==> src/rtl/sync_fifo.sv <==
// Single-clock circular FIFO with full/empty flags and overflow/underflow error pulses.
// Optional feature macro: GRAY_PTR_EN adds registered Gray-coded pointer outputs.
module sync_fifo #(
  parameter int DEPTH     = 16,
  parameter int WIDTH     = 8,
  parameter int PTR_WIDTH = $clog2(DEPTH)
) (
  input  logic                 clk_i,
  input  logic                 clr_i,
  input  logic                 wr_en_i,
  input  logic [WIDTH-1:0]     wdata_i,
  input  logic                 rd_en_i,
  output logic [WIDTH-1:0]     rdata_o,
  output logic                 full_o,
  output logic                 empty_o,
  output logic                 wr_error_o,
`ifdef GRAY_PTR_EN
  output logic                 rd_error_o,
  output logic [PTR_WIDTH:0]   wr_ptr_gray_o,
  output logic [PTR_WIDTH:0]   rd_ptr_gray_o
`else
  output logic                 rd_error_o
`endif
);

  localparam logic [PTR_WIDTH:0] PTR_ONE = 1;

  // Pointers carry the wrap toggle in their MSB so full and empty can be told apart.
  logic [PTR_WIDTH:0] wrPtr_q, wrPtr_d;
  logic [PTR_WIDTH:0] rdPtr_q, rdPtr_d;
  logic [WIDTH-1:0]   rdata_q, rdata_d;
  logic               wrError_q, wrError_d;
  logic               rdError_q, rdError_d;
  logic [WIDTH-1:0]   mem_q [DEPTH];
  logic               doWrite, doRead;
  logic               ptrLowEqual;

  assign ptrLowEqual = (wrPtr_q[PTR_WIDTH-1:0] == rdPtr_q[PTR_WIDTH-1:0]);
  assign empty_o     = ptrLowEqual && (wrPtr_q[PTR_WIDTH] == rdPtr_q[PTR_WIDTH]);
  assign full_o      = ptrLowEqual && (wrPtr_q[PTR_WIDTH] != rdPtr_q[PTR_WIDTH]);

  assign doWrite = wr_en_i && !full_o;
  assign doRead  = rd_en_i && !empty_o;

  always_comb begin
    wrPtr_d   = wrPtr_q;
    rdPtr_d   = rdPtr_q;
    rdata_d   = rdata_q;
    wrError_d = wr_en_i && full_o;
    rdError_d = rd_en_i && empty_o;
    if (doWrite) begin
      wrPtr_d = wrPtr_q + PTR_ONE;
    end
    if (doRead) begin
      rdPtr_d = rdPtr_q + PTR_ONE;
      rdata_d = mem_q[rdPtr_q[PTR_WIDTH-1:0]];
    end
  end

  always_ff @(posedge clk_i or posedge clr_i) begin
    if (clr_i) begin
      wrPtr_q   <= '0;
      rdPtr_q   <= '0;
      rdata_q   <= '0;
      wrError_q <= 1'b0;
      rdError_q <= 1'b0;
    end else begin
      wrPtr_q   <= wrPtr_d;
      rdPtr_q   <= rdPtr_d;
      rdata_q   <= rdata_d;
      wrError_q <= wrError_d;
      rdError_q <= rdError_d;
    end
  end

  // Storage is deliberately left out of reset; the pointers alone define validity.
  always_ff @(posedge clk_i) begin
    if (doWrite) begin
      mem_q[wrPtr_q[PTR_WIDTH-1:0]] <= wdata_i;
    end
  end

  assign rdata_o    = rdata_q;
  assign wr_error_o = wrError_q;
  assign rd_error_o = rdError_q;

`ifdef GRAY_PTR_EN
  logic [PTR_WIDTH:0] wrGray_q, rdGray_q;

  always_ff @(posedge clk_i or posedge clr_i) begin
    if (clr_i) begin
      wrGray_q <= '0;
      rdGray_q <= '0;
    end else begin
      wrGray_q <= wrPtr_d ^ (wrPtr_d >> 1);
      rdGray_q <= rdPtr_d ^ (rdPtr_d >> 1);
    end
  end

  assign wr_ptr_gray_o = wrGray_q;
  assign rd_ptr_gray_o = rdGray_q;
`endif

endmodule

==> config.mk <==
export PLATFORM = sky130hd
export DESIGN_NAME = sync_fifo
export DESIGN_NICKNAME = d
export VERILOG_FILES = /design/src/rtl/sync_fifo.sv
export SDC_FILE = /design/constraint.sdc
export NUM_CORES = 1
export LEC_CHECK = 0
export BUFFER_PORTS_ARGS = -buffer_cell sky130_fd_sc_hd__clkbuf_2
export CAP_MARGIN = 20
export CORE_ASPECT_RATIO = 1.2
export CORE_MARGIN = 2
export CORE_UTILIZATION = 50
export DETAILED_ROUTE_END_ITERATION = 8
export MAX_ROUTING_LAYER = met4
export PLACE_DENSITY = 0.78
export SYNTH_ARGS = -nofsm -noshare
export SYNTH_HDL_FRONTEND = slang
export SYNTH_SLANG_ARGS = --single-unit
==> constraint.sdc <==
create_clock -name clk_i -period 2.65 [get_ports clk_i]
set_input_delay 0 -clock clk_i [delete_from_list [all_inputs] [get_ports clk_i]]
set_output_delay 0 -clock clk_i [all_outputs]
set_load 0.01 [all_outputs]
==> key figures <==
Clock tree
  – Clk root buf: clkbuf_16
  – Clock tree buffer depth: 2
  – Later-pin clock latency in the skew report: approximately 420 ps
  – Worst-path clk slew: ~60 ps
  – Post CTS Setup Buffer Count: 0
  – CTS sink count: 148
  – Post-cts resize count: 0
  – Num CTS Buffers: 17
  – Cts hold-fix bufs: 3
  – CTS tree: built
  – H-tree levels: 4

Worst setup path
  – Bufs and invs on worst path: 1
  – CP startpoint kind: flop
  – CP cell instances: buf_4 -> mux4_2 -> mux2_2 -> a22o_1 -> mux2_2
  – Crit path max-delay family: multiplexers
  – Biggest cell delay along the critical path: around 540 ps
  – CP max-delay cell: dfrtp_2
  – Reg-to-reg startpoint: rdPtr_q[1]
  – CP max FO: 9
  – Worst path most repeated cell: mux2_2
  – Critical Path AT: between 2000 and 3000 ps
  – Worst setup path start: rdPtr_q[1]
  – CP Class: flop to flop
  – Worst EP required: just under 3000 ps
  – Crit. End Element: flop

Timing
  – Least-Margin Pin Slew: approximately 860 ps
  – Fmax: 450.6 MHz
  – Setup_tns: 0 ps
  – Final setup vio count: 0
  – Max-slew violation count: 0
  – Min Clock Period, post-route: approximately 2200 ps
  – Worst clock skew: approximately 6 ps
  – Slew headroom: a little over two fifths
  – Final hold vios: 0
  – RSZ-0062 raised after global routing: false
  – Final worst setup slack: around 430 ps
  – Period utilization: a little over four fifths

Drt
  – Vias per cell: slightly below 6
  – Post-DR wirelength/cell: between 20 and 25 um
  – DRT iter0 DRCs: approximately 250
  – Via count: between 3000 and 4000
  – Drt drc: 0
  – WL final: between 10 and 15 mm
  – DRT Pass-1 Iters: 5
  – Final ANT Viol Nets: 0

Die
  – Die X: 103.9 um
  – Ports: 24
  – Die H: between 100 and 150 um
  – Initial Util: 51.51%
  – Area of the die: 12870 um2
  – Rows: 43
  – Core Box Area: approximately 12000 um2

Logic synthesis
  – Syn_nets: between 300 and 400
  – Commonest cells post-synth: edfxtp_1 (128), mux4_2 (24), dfrtp_1 (20), mux2_2 (16), mux2i_1 (16)
  – Yosys cell types: 31
  – Top FF cell, synth: edfxtp_1
  – Cell Area, Synth: between 5000 and 6000 um2
  – Mapped Cells: between 300 and 400
  – Top cells by area, synth: edfxtp_1 (64%), mux4_2 (9.0%), dfrtp_1 (8.4%), mux2_2 (3.0%), mux2i_1 (2.7%)
  – Syn Area/Cell: ~19 um2
  – Post-synth EDFFs: roughly 130
  – Flip-flop and latch count after synthesis: between 100 and 150
  – Most frequent cell after synthesis: edfxtp_1
  – Sequential share of the synthesized area: between 70% and 80%
  – Async S/R FF share, synth: a little over an eighth
  – Yosys warns: 0
  – Most area-hungry cell type in the Yosys netlist: edfxtp_1
  – Yosys top cell area share: between 60% and 70%

Global route
  – Congestion Overflow GR: 0
  – Initial antenna violation count: 0
  – Largest net degree at the start of global routing: 31
  – Gr usage total: roughly a fifth
  – First-pass GRT wire length: about 19 mm
  – Vias in the first global route: 3130

Worst hold path
  – Hold crit path type: input pin to flop
  – Worst Hold Launch: wdata_i[1]

Finish
  – Layout cells sized above 1: about a third
  – Fillers: 807
  – Antenna cell count: 0
  – Reg area: 4347 um2
  – Multi-input gate area in the final layout: between 1500 and 2000 um2
  – Nets: about 380
  – Area growth, synth to finish: 18.19%

Status
  – Run status: complete, no violations

Job
  – MaxCap Viol Count: 0

Power and ir drop
  – Pwr per Cell Area: 1143 nW/um2
  – Leakage: 2.545 nW
  – Worst VDD drop: 0.5220 mV

Placed design
  – Pre-CTS setup slack: roughly 430 ps
  – HPWL Detailed: approximately 7.6 mm
  – RePlAce Congestion: 0.8697
  – PortBufs: 23
==> worst paths after layout <==
check / to / cells after the start / slack (ps)
min reg2reg: rdata_o[2] / 1 / 510
max in group asynchronous: rdPtr_q[1] / 3 / 1800
max: rdata_o[1] / 5 / 430
max reg2reg: rdata_o[1] / 5 / 430
min: mem_q[0][1] / 1 / 50
min in group asynchronous: rdata_o[2] / 3 / 280
==> flip-flops by register name (all words and copies together), names as in the netlist <==
| register | cells |
|---|---|
| rdata_o | 8 |
| wrPtr_q | 5 |
| wr_error_o | 1 |
| mem_q | 128 |
| rd_error_o | 1 |
| rdPtr_q | 5 |
==> through the flow <==
stage | hold slack, ps | cell area [um2] | power [mW] | std cells | util (%)
2_1_floorplan | -36.17 | 5986 | 4.847 | 308 | -
3_3_place_gp | 173.0 | 6429 | 5.560 | 500 | 55.32
3_5_place_dp | 178.6 | 6429 | 5.624 | 500 | 55.32
4_1_cts | 42.63 | 7074 | 8.136 | 535 | 60.87
5_1_grt | 62.97 | 7074 | 8.423 | 535 | 60.87
6_report | 46.51 | 7074 | 8.088 | 535 | 60.87
==> routing by layer <==
metal | up-vias | part of all wire (%) | track usage, %
met1 | 1592 | 40 | 25.48
met2 | 127 | 50 | 33.59
li1 | 1351 | - | -
met4 | 0 | 3.7 | 10.73
met5 | - | 0 | -
met3 | 27 | 6.3 | 5.076
==> power by group <==
group	internal [mW]	total, mW	switching [mW]
Sequential	2.89	3.13	0.235
Clock	1.57	2.48	0.910
Combinational	1.21	2.48	1.27
==> final cells by class <==
class                   count  area share (%)
repair buffers             54           5.200
inverters                   5          0.2653
multi-input cells         139           21.61
clock inverters            13           2.582
clock buffers              19           6.120
well taps                 157           2.777
flip-flops and latches    148           61.44
==> worst reg2reg max path, stage by stage (launching register included) <==
cell,delay [ps]
dfrtp_2,540
buf_4,260
mux4_2,520
mux2_2,290
a22o_1,220
mux2_2,260
==> kinds of logic (layout without fill, tap and decap cells) <==
group | Yosys count | in the layout | share of synthesized area, %
XOR/XNOR | 14 | 14 | 2.049
AO/OA/AOI/OAI | 24 | 24 | 3.470
AND/OR/NAND/NOR | 38 | 38 | 3.888
flip-flops | 148 | 148 | 72.58
buffers and inverters | 21 | 91 | 1.881
adder cells (fa/ha/maj) | 5 | 5 | 1.045
multiplexers | 58 | 58 | 15.09
==> placed cells by master, fill, tap and decap left out, types with 12 or more instances in the layout <==
cell and instances:
edfxtp_1 128, buf_4 27, mux4_2 24, clkbuf_2 23, dfrtp_1 18, clkbuf_16 17
mux2_2 16, mux2i_1 16, and3_1 15, xnor2_1 12
Power figures use the tool's default switching activity.
